## config.mk

```make
export PLATFORM = sky130hd
export DESIGN_NAME = board_vga_renderer
export DESIGN_NICKNAME = d
export VERILOG_FILES = /design/src/rtl/board_vga_renderer.sv
export SDC_FILE = /design/constraint.sdc
export NUM_CORES = 1
export LEC_CHECK = 0
export ABC_AREA = 1
export BUFFER_PORTS_ARGS = -buffer_cell sky130_fd_sc_hd__buf_4
export CORE_ASPECT_RATIO = 0.5
export CORE_MARGIN = 3
export CORE_UTILIZATION = 53
export CTS_CLUSTER_DIAMETER = 50
export DETAILED_ROUTE_END_ITERATION = 7
export GPL_TIMING_DRIVEN = 0
export PLACE_DENSITY = 0.87
export SLEW_MARGIN = 20
export SYNTH_ARGS = -nofsm -noshare
export SYNTH_HDL_FRONTEND = slang
export SYNTH_SLANG_ARGS = --single-unit
```

## constraint.sdc

```tcl
create_clock -name clk -period 3.95 [get_ports clk]
set_clock_uncertainty 0.05 [all_clocks]
set_input_delay 0.395 -clock clk [delete_from_list [all_inputs] [get_ports clk]]
set_output_delay 0.395 -clock clk [all_outputs]
set_load 0.05 [all_outputs]
```

## src/rtl/board_vga_renderer.sv

```systemverilog
`timescale 1ns/1ps
// 640x480@60 VGA renderer for the 4x4 tile board: per-frame shadow snapshot of the
// game core state, two-stage pixel pipeline (region classify, then colour lookup).
module board_vga_renderer #(
  parameter int CLK_DIV = 4,
  parameter int GRID_X0 = 160,
  parameter int GRID_Y0 = 80,
  parameter int TILE    = 80,
  parameter int BORDER  = 4
) (
  input  logic        clk,
  input  logic        rst,
  input  logic [79:0] board_flat,
  input  logic [1:0]  cursor_col,
  input  logic [4:0]  spawn_val,
  input  logic        game_over,
  input  logic        game_won,
  input  logic        display_ready,
  output logic        hsync,
  output logic        vsync,
  output logic [11:0] rgb,
  output logic        frame_start
);

  localparam int DIV_W = (CLK_DIV > 1) ? $clog2(CLK_DIV) : 1;
  localparam logic [DIV_W-1:0] DIV_LAST = DIV_W'(CLK_DIV - 1);

  localparam logic [9:0] H_LAST    = 10'd799;
  localparam logic [9:0] H_ACTIVE  = 10'd640;
  localparam logic [9:0] H_SYNC_LO = 10'd656;
  localparam logic [9:0] H_SYNC_HI = 10'd751;
  localparam logic [9:0] V_LAST    = 10'd524;
  localparam logic [9:0] V_ACTIVE  = 10'd480;
  localparam logic [9:0] V_SYNC_LO = 10'd490;
  localparam logic [9:0] V_SYNC_HI = 10'd491;
  localparam logic [9:0] V_SNAP    = 10'd479;

  localparam logic [9:0] GX0 = 10'(GRID_X0);
  localparam logic [9:0] GX1 = 10'(GRID_X0 + TILE);
  localparam logic [9:0] GX2 = 10'(GRID_X0 + 2 * TILE);
  localparam logic [9:0] GX3 = 10'(GRID_X0 + 3 * TILE);
  localparam logic [9:0] GX4 = 10'(GRID_X0 + 4 * TILE);
  localparam logic [9:0] GY0 = 10'(GRID_Y0);
  localparam logic [9:0] GY1 = 10'(GRID_Y0 + TILE);
  localparam logic [9:0] GY2 = 10'(GRID_Y0 + 2 * TILE);
  localparam logic [9:0] GY3 = 10'(GRID_Y0 + 3 * TILE);
  localparam logic [9:0] GY4 = 10'(GRID_Y0 + 4 * TILE);
  localparam logic [9:0] B_LO = 10'(BORDER);
  localparam logic [9:0] B_HI = 10'(TILE - BORDER);
  localparam logic [9:0] PV_X0   = 10'(GRID_X0 + 8);
  localparam logic [9:0] PV_TILE = 10'(TILE);
  localparam logic [9:0] PV_W    = 10'd63;
  localparam logic [9:0] PV_Y0   = 10'd8;
  localparam logic [9:0] PV_Y1   = 10'd71;

  typedef enum logic [1:0] {
    REGION_BLANK,
    REGION_GRID,
    REGION_PREVIEW,
    REGION_BACKGROUND
  } region_t;

  logic [DIV_W-1:0] div_reg;
  logic             tick;
  logic [9:0]       h_count, v_count;
  logic             snap;

  logic [79:0] shadow_board;
  logic [1:0]  shadow_cursor;
  logic [4:0]  shadow_spawn;
  logic        shadow_over, shadow_won;

  logic [1:0]  col0, row0;
  logic [9:0]  tile_x0, tile_y0, lx, ly, pv_left;
  logic        border0, in_grid, in_preview, active, hs0, vs0;
  region_t     region0;

  region_t     region_s1;
  logic [1:0]  row_s1, col_s1;
  logic        border_s1, hs_s1, vs_s1;

  logic [4:0]  tile_pow [16];
  logic [11:0] base_colour, colour_next;

  assign tick = (div_reg == DIV_LAST);
  assign snap = tick && (h_count == H_LAST) && (v_count == V_SNAP);

  always_ff @(posedge clk or posedge rst) begin
    if (rst) begin
      div_reg <= '0;
      h_count <= '0;
      v_count <= '0;
    end else begin
      div_reg <= tick ? '0 : div_reg + 1'b1;
      if (tick) begin
        if (h_count == H_LAST) begin
          h_count <= '0;
          v_count <= (v_count == V_LAST) ? 10'd0 : v_count + 10'd1;
        end else begin
          h_count <= h_count + 10'd1;
        end
      end
    end
  end

  // Snapshot lands in vertical blanking, so no visible pixel mixes old and new state.
  always_ff @(posedge clk or posedge rst) begin
    if (rst) begin
      shadow_board  <= '0;
      shadow_cursor <= '0;
      shadow_spawn  <= '0;
      shadow_over   <= 1'b0;
      shadow_won    <= 1'b0;
      frame_start   <= 1'b0;
    end else begin
      frame_start <= snap && display_ready;
      if (snap && display_ready) begin
        shadow_board  <= board_flat;
        shadow_cursor <= cursor_col;
        shadow_spawn  <= spawn_val;
        shadow_over   <= game_over;
        shadow_won    <= game_won;
      end
    end
  end

  // Tile row/column by comparison chain against fixed boundaries.
  always_comb begin
    col0    = 2'd0;
    tile_x0 = GX0;
    if (h_count >= GX3) begin
      col0 = 2'd3; tile_x0 = GX3;
    end else if (h_count >= GX2) begin
      col0 = 2'd2; tile_x0 = GX2;
    end else if (h_count >= GX1) begin
      col0 = 2'd1; tile_x0 = GX1;
    end
    row0    = 2'd0;
    tile_y0 = GY0;
    if (v_count >= GY3) begin
      row0 = 2'd3; tile_y0 = GY3;
    end else if (v_count >= GY2) begin
      row0 = 2'd2; tile_y0 = GY2;
    end else if (v_count >= GY1) begin
      row0 = 2'd1; tile_y0 = GY1;
    end
    lx         = h_count - tile_x0;
    ly         = v_count - tile_y0;
    border0    = (lx < B_LO) || (lx >= B_HI) || (ly < B_LO) || (ly >= B_HI);
    in_grid    = (h_count >= GX0) && (h_count < GX4) && (v_count >= GY0) && (v_count < GY4);
    pv_left    = PV_X0 + PV_TILE * {8'd0, shadow_cursor};
    in_preview = (v_count >= PV_Y0) && (v_count <= PV_Y1) &&
                 (h_count >= pv_left) && (h_count <= pv_left + PV_W);
    active     = (h_count < H_ACTIVE) && (v_count < V_ACTIVE);
    hs0        = !((h_count >= H_SYNC_LO) && (h_count <= H_SYNC_HI));
    vs0        = !((v_count >= V_SYNC_LO) && (v_count <= V_SYNC_HI));
    region0    = REGION_BLANK;
    if (active) begin
      if (in_grid)         region0 = REGION_GRID;
      else if (in_preview) region0 = REGION_PREVIEW;
      else                 region0 = REGION_BACKGROUND;
    end
  end

  for (genvar gi = 0; gi < 16; gi++) begin : g_tiles
    assign tile_pow[gi] = shadow_board[gi*5 +: 5];
  end

  function automatic logic [11:0] power_colour(input logic [4:0] p);
    case (p)
      5'd0:    return 12'hBBA;
      5'd1:    return 12'hEED;
      5'd2:    return 12'hEDC;
      5'd3:    return 12'hFB7;
      5'd4:    return 12'hF96;
      5'd5:    return 12'hF75;
      5'd6:    return 12'hF53;
      5'd7:    return 12'hEC7;
      5'd8:    return 12'hEC6;
      5'd9:    return 12'hEC5;
      5'd10:   return 12'hEC3;
      5'd11:   return 12'hEC2;
      default: return 12'h3C3;
    endcase
  endfunction

  // Game-over dimming halves each 4-bit channel independently.
  function automatic logic [11:0] dim(input logic [11:0] c);
    return {1'b0, c[11:9], 1'b0, c[7:5], 1'b0, c[3:1]};
  endfunction

  always_comb begin
    base_colour = 12'h000;
    colour_next = 12'h000;
    case (region_s1)
      REGION_GRID: begin
        base_colour = border_s1 ? 12'h776 : power_colour(tile_pow[{row_s1, col_s1}]);
        colour_next = shadow_over ? dim(base_colour) : base_colour;
      end
      REGION_PREVIEW: begin
        base_colour = power_colour(shadow_spawn);
        colour_next = shadow_over ? dim(base_colour) : base_colour;
      end
      REGION_BACKGROUND: colour_next = shadow_won ? 12'h060 : 12'h000;
      default:           colour_next = 12'h000;
    endcase
  end

  always_ff @(posedge clk or posedge rst) begin
    if (rst) begin
      region_s1 <= REGION_BLANK;
      row_s1    <= '0;
      col_s1    <= '0;
      border_s1 <= 1'b0;
      hs_s1     <= 1'b1;
      vs_s1     <= 1'b1;
      rgb       <= 12'h000;
      hsync     <= 1'b1;
      vsync     <= 1'b1;
    end else if (tick) begin
      region_s1 <= region0;
      row_s1    <= row0;
      col_s1    <= col0;
      border_s1 <= border0;
      hs_s1     <= hs0;
      vs_s1     <= vs0;
      rgb       <= colour_next;
      hsync     <= hs_s1;
      vsync     <= vs_s1;
    end
  end

endmodule
```

==> summary.txt, run 1 <==
Run status
  – Status: finished, final reports clean

Setup path
  – Reg2Reg Setup Slack: 0.83 ns
  – CP Max Fanout: 9
  – WP buf/inv: 3
  – Worst EP arrival: 3.37 ns
  – WS Path Type: reg -> reg
  – Worst R2R End: border_s1$_DFFE_PP0P_
  – Slowest stage delay, CP: 0.55 ns
  – CP Depth: 16
  – CP Capture Type: flip-flop
  – Startpoint Class: flip-flop
  – Reg-to-Reg Start: h_count[8]$_DFFE_PP0P_
  – Crit-path cells: inv_1, o21ai_0, nand2_1, inv_1, nor2_1, ha_1, fa_1, nand3_1, nand2_1, o21ai_0, nor2_1, nand4_1, nor2_1, o211ai_1, o21ai_0, inv_1
  – Crit path required time: 4.20 ns
  – CP max-delay cell: dfrtp_1
  – Cell family with most CP delay: compound AO/OA/AOI/OAI gates
  – FF-to-FF path depth: 16

Routing
  – Initial DRC count: 728
  – Final WL: 22770 um
  – Via/cell ratio: 5.467
  – Final ANT Viol Nets: 0
  – Via count: 7687
  – DRT Pass-1 Iters: 7
  – Post-DR wirelength/cell: 16.20 um
  – Remaining DRCs: 0

Power
  – Comb pwr share: 0.036
  – VDD IR max: 0.0003260 V
  – Cell-internal power: 0.002362 W
  – Register share of total power: 0.446
  – Clock share of power: 0.519
  – Pwr/cell area: 318.1 nW/um^2
  – Leakage power: 4.970 nW
  – Sw Pwr: 0.0007384 W
  – Net Sw Frac: 0.2382

Finish
  – Proportion of layout cells with a drive suffix above 1: 0.1846
  – Top reg by flops: shadow_board
  – Fin area: 9746 um^2
  – Finished Core Util: 0.6665
  – Nets: 1326
  – Number of diodes: 0
  – Syn-to-layout area delta: 21.59%
  – Commonest non-fill, non-tap cell in the layout: nand2_1
  – Flip-flop count of the largest register after layout: 80
  – Top flop regs: shadow_board x80, rgb x12
  – Commonest non-fill, non-tap cells in the layout: nand2_1, inv_1, dfrtp_1

Die
  – Die height: 92.96 um
  – Die Area: 16720 um^2
  – IO Pins: 107
  – Core Footprint: 14620 um^2
  – Initial core utilization: 0.5481
  – # rows: 31
  – Die Span X: 179.9 um

Clocking
  – # H-tree levels: 4
  – Cts bufs inserted: 17
  – Worst-Skew Late Latency: 0.42 ns
  – Total clock sinks: 135
  – CTS tree: done
  – Post-cts sizing count: 0
  – Reg clk slew, reported paths: 0.07 ns
  – Clk root buf: clkbuf_16
  – Clk buf depth: 2

STA
  – Crit path time final: 3.117 ns
  – RSZ-0062 raised after global routing: no
  – Final hold violations: 0
  – Slew @ Worst Pin: 0.6493 ns
  – Setup violators final: 0
  – Fin Setup TNS: 0 ns
  – Fmax: 320.8 MHz
  – Post-route clock period utilization: 0.7892
  – Final max-slew violation count: 0
  – Slew HR: 0.5671

Placement
  – Post-DP Area: 9143 um^2
  – Placer Congestion: 0.9289
  – Detailed placer's ending HPWL: 16740 um
  – PortBufs: 106

Global route
  – Gr usage total: 0.2743
  – Largest net degree at the start of global routing: 36
  – Initial antenna violation count: 0
  – Vias in the first global route: 7572
  – First-pass GRT wire length: 36970 um
  – Total grt overflow: 0

Min path
  – Hold crit path type: in -> reg
  – Hold Path Origin: board_flat[10]
  – Worst Hold End: shadow_board[10]$_DFFE_PP0P_
  – Hold path cells: 3

Yosys
  – Post-synthesis cell area: 8015 um^2
  – Post-synthesis sequential area ratio: 0.4221
  – Yosys cell types: 44
  – Cell count after synthesis: 1065
  – Yosys reg bits: 135
  – Ys Warns: 0
  – Synth Net Count: 1196
  – Mean Syn Cell Area: 7.526 um^2

Flow run
  – Max Cap Viol: 0
==> power groups by stage <==
stage | clock (W) | combinational [W] | sequential (W)
after floorplan | 0 | 0.0000203 | 0.00141
final | 0.00161 | 0.000110 | 0.00138
after CTS | 0.00162 | 0.000112 | 0.00138
after detailed placement | 0 | 0.000111 | 0.00141
after global routing | 0.00168 | 0.000121 | 0.00138
after global placement | 0 | 0.0000998 | 0.00141
==> how the worst max path moves through the flow <==
stage | start | to | slack (ns)
2_1_floorplan | h_count[6]$_DFFE_PP0P_ | border_s1$_DFFE_PP0P_ | 1.38
3_3_place_gp | h_count[8]$_DFFE_PP0P_ | border_s1$_DFFE_PP0P_ | 0.92
3_5_place_dp | h_count[8]$_DFFE_PP0P_ | border_s1$_DFFE_PP0P_ | 0.89
4_1_cts | h_count[8]$_DFFE_PP0P_ | border_s1$_DFFE_PP0P_ | 0.86
5_1_grt | h_count[8]$_DFFE_PP0P_ | border_s1$_DFFE_PP0P_ | 0.39
6_report | h_count[8]$_DFFE_PP0P_ | border_s1$_DFFE_PP0P_ | 0.83
==> cell families after synthesis <==
| kind of cell | count (synthesis) | synth area share |
|---|---|---|
| AND/OR/NAND/NOR | 517 | 0.2710 |
| AO/OA/AOI/OAI | 175 | 0.1335 |
| XOR/XNOR | 10 | 0.01093 |
| adder cells (fa/ha/maj) | 39 | 0.06275 |
| buffers and inverters | 189 | 0.09975 |
| flip-flops | 135 | 0.4221 |
==> worst reg2reg max path: cells and delay by family (launching register included) <==
kind	cells	cell delay (ns)
AO/OA/AOI/OAI	4	0.73
buffers and inverters	3	0.27
adder cells (fa/ha/maj)	2	0.74
AND/OR/NAND/NOR	7	0.66
flip-flops	1	0.55
==> routing by layer <==
layer | GRT usage | vias to the layer above | wire, um
li1 | - | 3669 | -
met1 | 0.3559 | 3639 | 9799
met2 | 0.4484 | 319 | 10520
met3 | 0.06473 | 60 | 1810
met4 | 0.1100 | 0 | 646
met5 | 0 | - | 0
==> cells in the mapped netlist, drive strengths merged <==
cell / count / share of area
a211oi: 2 / 0.0019
nor3b: 1 / 0.00094
o221a: 2 / 0.0028
buf: 26 / 0.023
o21bai: 1 / 0.00094
o211ai: 8 / 0.0075
fa: 2 / 0.0050
dfstp: 4 / 0.013
inv: 144 / 0.067
ha: 37 / 0.058
nand3: 78 / 0.049
xor2: 5 / 0.0055
a31oi: 2 / 0.0016
dfrtp: 131 / 0.41
a31o: 1 / 0.0011
a21oi: 31 / 0.019
nand4: 8 / 0.0062
o22ai: 2 / 0.0016
clkbuf: 16 / 0.0075
a2111oi: 2 / 0.0022
o221ai: 1 / 0.0011
nor4: 8 / 0.0081
nand2: 342 / 0.16
nor3: 13 / 0.0081
a22oi: 2 / 0.0019
a221oi: 2 / 0.0022
nor2: 67 / 0.033
o2111ai: 1 / 0.0011
o31ai: 2 / 0.0019
xnor2: 5 / 0.0055
clkinv: 3 / 0.0016
o21ai: 116 / 0.086
==> stage by stage <==
stage               std cells  power (W)  hold WS, ns  worst slack, ns
global route             1406   0.003178       0.1176           0.3850
CTS                      1406   0.003111       0.1097           0.8623
global placement         1369   0.001509       0.3655           0.9185
finish                   1406   0.003101       0.1130           0.8328
floorplan                1065   0.001429       0.3531            1.377
detailed placement       1373   0.001520       0.2861           0.8867
==> repair_timing <==
action / CTS / global route
hold buffers: 1 / 0
endpoints found under the hold margin: 5 / 0
setup buffers: 0 / 0
==> cell type report <==
class                   count  area [um^2]
plain buffers              42        246.5
clock buffers              18        439.2
repair buffers            111        885.9
multi-input cells         741         3832
fillers                  1192         4877
flip-flops and latches    135         3383
inverters                 147        556.8
clock inverters            14        153.9
well taps                 198        247.7
No activity file was read; power rests on OpenSTA's default activity.
==> run 2, diff against run 1 <==
clock period = 2.8 ns   (was 3.95 ns; I/O delays follow)
==> run 2 against run 1 <==
Combinational power up 46%. Wire length up 3.8%. Largest power group unchanged. Total power up 42%. Sequential share of layout area down 1.3 points. Final cell count up 1.6%.
==> summary.txt, run 2 (synthesis results as in run 1) <==
Power
  – VDD IR max: 0.0004583 V
  – Pwr/cell area: 433.2 nW/um^2
  – Leakage power: 5.117 nW

Min path
  – Hold crit path type: in -> reg
  – Hold path cells: 3

Global route
  – Vias in the first global route: 7625
  – Total grt overflow: 0
  – GRT busiest layer: met2
  – Gr usage total: 0.2768
  – First-pass GRT wire length: 37270 um
  – Met2 Use GR: 0.4588
  – Met3 Use GR: 0.06434
  – Initial antenna violation count: 0
  – Met1 Resource Use GR: 0.3566
  – Largest net degree at the start of global routing: 36

Setup path
  – WS Path Type: reg -> reg
  – Worst EP arrival: 2.97 ns
  – CP max-delay cell: fa_1
  – Slowest stage delay, CP: 0.44 ns
  – CP dominant cell by count: inv_2
  – Reg-to-Reg Start: h_count[9]$_DFFE_PP0P_
  – Reg2Reg Setup Slack: 0.09 ns
  – Worst R2R End: border_s1$_DFFE_PP0P_
  – Crit path to: border_s1$_DFFE_PP0P_
  – CP Capture Type: flip-flop
  – Crit-path cells: buf_6, nor2_2, inv_2, o31ai_4, nand2_1, inv_2, nor2_4, ha_4, fa_1, o21ai_0, xor2_1, nand3_1, nor2_1, o211ai_1, o21ai_1, inv_1
  – Startpoint Class: flip-flop
  – CP startpoint: h_count[9]$_DFFE_PP0P_
  – Crit path required time: 3.06 ns
  – FF-to-FF path depth: 16
  – CP Max Fanout: 8

Finish
  – Flip-flop count of the largest register after layout: 80
  – Non-Filler Instances: 1428
  – Number of diodes: 0
  – Proportion of layout cells with a drive suffix above 1: 0.2341
  – Commonest non-fill, non-tap cell in the layout: nand2_1
  – Commonest non-fill, non-tap cells in the layout: nand2_1, inv_1, buf_4
  – Fillers: 1141
  – Top reg by flops: shadow_board
  – Top flop regs: shadow_board x80, rgb x12
  – Nets: 1348
  – Syn-to-layout area delta: 26.51%

Die
  – Core Footprint: 14620 um^2
  – Die Area: 16720 um^2
  – # rows: 31
  – Die Span X: 179.9 um
  – IO Pins: 107
  – Initial core utilization: 0.5481
  – Die height: 92.96 um

Routing
  – Via/cell ratio: 5.539
  – Initial DRC count: 797
  – Via count: 7909
  – Final ANT Viol Nets: 0
  – Post-DR wirelength/cell: 16.56 um
  – Remaining DRCs: 0
  – Final WL: 23650 um
  – DRT Pass-1 Iters: 5

Clocking
  – # H-tree levels: 4
  – Clk root buf: clkbuf_16
  – Reg clk slew, reported paths: 0.07 ns
  – Clk buf depth: 2
  – CTS tree: done
  – Cts bufs inserted: 17
  – Total clock sinks: 135
  – Worst-Skew Late Latency: 0.42 ns

STA
  – Slew HR: 0.5634
  – RSZ-0062 raised after global routing: yes
  – Post-route clock period utilization: 0.9683
  – Final hold violations: 0
  – Hold_ws: 0.004255 ns
  – Final max-slew violation count: 0
  – Slew @ Worst Pin: 0.6549 ns
  – Fmax: 368.8 MHz
  – Crit path time final: 2.711 ns
  – Setup violators final: 0

Run status
  – Status: finished, final reports clean

Placement
  – PortBufs: 106
  – Detailed placer's ending HPWL: 16740 um
  – Placed insts: 1373
  – Placer Congestion: 0.9289

Flow run
  – Max Cap Viol: 0
==> run 2: area by class of cell <==
cell class                 instances  area, um^2  area share
inverter                         147       570.5     0.05627
timing repair buffer             134        1069      0.1054
clock buffer                      18       439.2     0.04331
sequential                       135        3392      0.3345
clock inverter                    14       153.9     0.01518
tap                              198       247.7     0.02443
buffer                            41       290.3     0.02863
multi-input combinational        741        3978      0.3923
==> run 2: power breakdown <==
group          switching, W  internal, W
clock network      0.000990      0.00129
registers                 0      0.00195
logic             0.0000654    0.0000952
total               0.00106      0.00334
==> run 2: worst max-delay path, delay by kind of cell (launching register included) <==
kind                     cells  cell delay (ns)
AO/OA/AOI/OAI                4             0.53
XOR/XNOR                     1             0.18
buffers and inverters        4             0.36
AND/OR/NAND/NOR              5             0.47
flip-flops                   1             0.40
adder cells (fa/ha/maj)      2             0.60
==> run 2: worst min-delay path by stage <==
stage | start | to | slack (ns)
floorplan | board_flat[21] | shadow_board[21]$_DFFE_PP0P_ | 0.34
global placement | div_reg[0]$_DFF_PP0_ | div_reg[0]$_DFF_PP0_ | 0.37
detailed placement | rst | shadow_board[28]$_DFFE_PP0P_ | 0.17
CTS | board_flat[56] | shadow_board[56]$_DFFE_PP0P_ | 0.001
global route | board_flat[48] | shadow_board[48]$_DFFE_PP0P_ | 0.003
finish | board_flat[57] | shadow_board[57]$_DFFE_PP0P_ | 0.004
==> run 2: stage by stage <==
stage / utilization / setup slack [ns] / TNS, ns / power, W / cell area [um^2]
finish: 0.6934 / 0.08877 / 0 / 0.004392 / 10140
global route: 0.6934 / -0.1787 / -0.4256 / 0.004492 / 10140
CTS: 0.6737 / -0.008970 / -0.008970 / 0.004394 / 9851
detailed placement: 0.6252 / -0.2633 / -0.3943 / 0.002144 / 9143
global placement: 0.6197 / -0.2315 / -1.216 / 0.002128 / 9062
floorplan: - / 0.2273 / 0 / 0.002016 / 8019
==> run 2: layer usage <==
metal,vias to the layer above,wire (um)
li1,3709,-
met1,3775,9758
met2,362,11250
met3,63,1935
met4,0,707
met5,-,0
==> run 2: timing repair <==
action	in CTS	in global routing
buffers inserted	5	14
hold buffers	5	0
gates resized for setup	15	69
hold endpoints to repair	69	0
setup endpoints to repair	7	45
pin swaps	2	16
==> run 3, diff against run 2 <==
REMOVE_ABC_BUFFERS = 1   (was not set)
==> run 3 against run 2 <==
Via count fell by 4.1%. Total power fell by 1.3%. Largest power group unchanged. Sequential share of layout area rose by 0.63 points. Sequential power barely moved. Critical endpoint unchanged. Non-clock buffer count fell by 35. Worst setup slack got worse by 0.029 ns. Die area did not move.
==> summary.txt, run 3 (synthesis results as in run 1) <==
Run status
  – Status: finished, final reports clean

Placement
  – Detailed placer's ending HPWL: 14110 um
  – Placer Congestion: 0.9042
  – PortBufs: 106
  – Setup WS pre-CTS: -0.8393 ns

Finish
  – Commonest non-fill, non-tap cells in the layout: nand2_1, inv_1, buf_4
  – Fillers: 1136
  – Top flop regs: shadow_board x80, rgb x12
  – Flip-flop count of the largest register after layout: 80
  – Nets: 1315
  – Proportion of layout cells with a drive suffix above 1: 0.2172
  – Finished Core Util: 0.6826
  – Syn-to-layout area delta: 24.54%
  – Number of diodes: 0
  – Commonest non-fill, non-tap cell in the layout: nand2_1
  – Top reg by flops: shadow_board

Power
  – Leakage power: 4.988 nW
  – VDD IR max: 0.0004417 V
  – Pwr/cell area: 434.1 nW/um^2

Setup path
  – Slowest stage delay, CP: 0.54 ns
  – WS Path Type: reg -> reg
  – Worst EP arrival: 3.00 ns
  – CP Capture Type: flip-flop
  – CP Max Fanout: 5
  – CP max-delay cell: fa_1
  – WP buf/inv: 3
  – Crit path required time: 3.06 ns
  – Cell family with most CP delay: simple AND/OR/NAND/NOR gates
  – FF-to-FF path depth: 17
  – Crit-path cells: nand2_4, inv_4, o31ai_4, nand2_1, inv_2, nor2_4, ha_4, fa_1, nand3_1, nand2_1, o21ai_2, nor2_1, nand4_1, nor2_1, o211ai_1, o21ai_1, inv_1
  – CP Depth: 17
  – Startpoint Class: flip-flop

Global route
  – First-pass GRT wire length: 33840 um
  – Initial antenna violation count: 0
  – Total grt overflow: 0
  – Gr usage total: 0.2472
  – Largest net degree at the start of global routing: 87
  – Vias in the first global route: 7263

Die
  – Initial core utilization: 0.5481
  – Die Area: 16720 um^2
  – # rows: 31
  – Core Footprint: 14620 um^2
  – IO Pins: 107
  – Die Span X: 179.9 um
  – Die height: 92.96 um

Routing
  – Via/cell ratio: 5.437
  – Final WL: 22050 um
  – DRT Pass-1 Iters: 6
  – Via count: 7585
  – Remaining DRCs: 0
  – Post-DR wirelength/cell: 15.81 um
  – Initial DRC count: 603
  – Final ANT Viol Nets: 0

Clocking
  – # H-tree levels: 4
  – Cts bufs inserted: 17
  – Clk root buf: clkbuf_16
  – CTS tree: done
  – Total clock sinks: 135
  – Worst-Skew Late Latency: 0.42 ns
  – Reg clk slew, reported paths: 0.07 ns
  – Clk buf depth: 2

STA
  – Post-route setup slack: 0.06003 ns
  – Post-route clock period utilization: 0.9786
  – Final hold violations: 0
  – Fmax: 365.0 MHz
  – Slew HR: 0.5539
  – Hold_ws: 0.008099 ns
  – Setup violators final: 0
  – Crit path time final: 2.740 ns
  – Final max-slew violation count: 0
  – RSZ-0062 raised after global routing: yes
  – Slew @ Worst Pin: 0.6684 ns

Min path
  – Hold crit path type: in -> reg
  – Hold path cells: 3

Flow run
  – Max Cap Viol: 0
## run 3: path summary, 6_finish.rpt
| path | start | endpoint | slack [ns] |
|---|---|---|---|
| max in group asynchronous | rst | col_s1[0]$_DFFE_PP0P_ | 1.55 |
| min in group asynchronous | rst | v_count[8]$_DFFE_PP0P_ | 0.38 |
| max reg2reg | h_count[6]$_DFFE_PP0P_ | border_s1$_DFFE_PP0P_ | 0.06 |
| min | board_flat[48] | shadow_board[48]$_DFFE_PP0P_ | 0.008 |
| min reg2reg | div_reg[0]$_DFF_PP0_ | div_reg[0]$_DFF_PP0_ | 0.38 |
| max | h_count[6]$_DFFE_PP0P_ | border_s1$_DFFE_PP0P_ | 0.06 |
## run 3: per-stage QoR
stage / setup TNS [ns] / area (um^2) / power (W) / instances
floorplan: -174.66 / 7769 / 0.002015 / 1023
global placement: -478.53 / 8812 / 0.002127 / 1327
detailed placement: -8.384 / 8954 / 0.002134 / 1332
CTS: 0 / 9704 / 0.004344 / 1379
global route: -0.1954 / 9982 / 0.004457 / 1395
finish: 0 / 9982 / 0.004333 / 1395
## run 3: cell type report
type	instances	area, um^2	share of cell area
timing repair inverter	2	15.01	0.001504
tap	198	247.7	0.02482
clock inverter	15	156.4	0.01567
sequential	135	3402	0.3408
timing repair buffer	140	1229	0.1231
inverter	147	576.8	0.05778
multi-input combinational	741	3930	0.3937
clock buffer	17	425.4	0.04262
## run 3: worst min-delay path, stage by stage
cell and delay [ns]:
buf_4 0.08, nand2_1 0.04, nand2_1 0.05
## run 3: where the power goes
part / switching (W) / internal, W / leakage, nW
Clock: 0.000974 / 0.00126 / 0.276
Combinational: 0.0000626 / 0.0000863 / 3.22
Sequential: 0 / 0.00195 / 1.49
## run 3: what timing repair did
| item | 4_1_cts | 5_1_grt |
|---|---|---|
| buffers inserted | 11 | 11 |
| hold buffers | 3 | 0 |
| gates cloned | 1 | 5 |
| hold endpoints to repair | 47 | 0 |
| pin swaps | 3 | 11 |
| gates resized for setup | 21 | 30 |
| endpoints found under the setup margin | 24 | 72 |
## run 3: per-layer routing
layer | vias up | part of all wire | GRT usage
met5 | - | 0 | 0
met4 | 0 | 0.016 | 0.09325
met3 | 44 | 0.073 | 0.04198
met2 | 294 | 0.48 | 0.4223
met1 | 3594 | 0.43 | 0.3190
li1 | 3653 | - | -
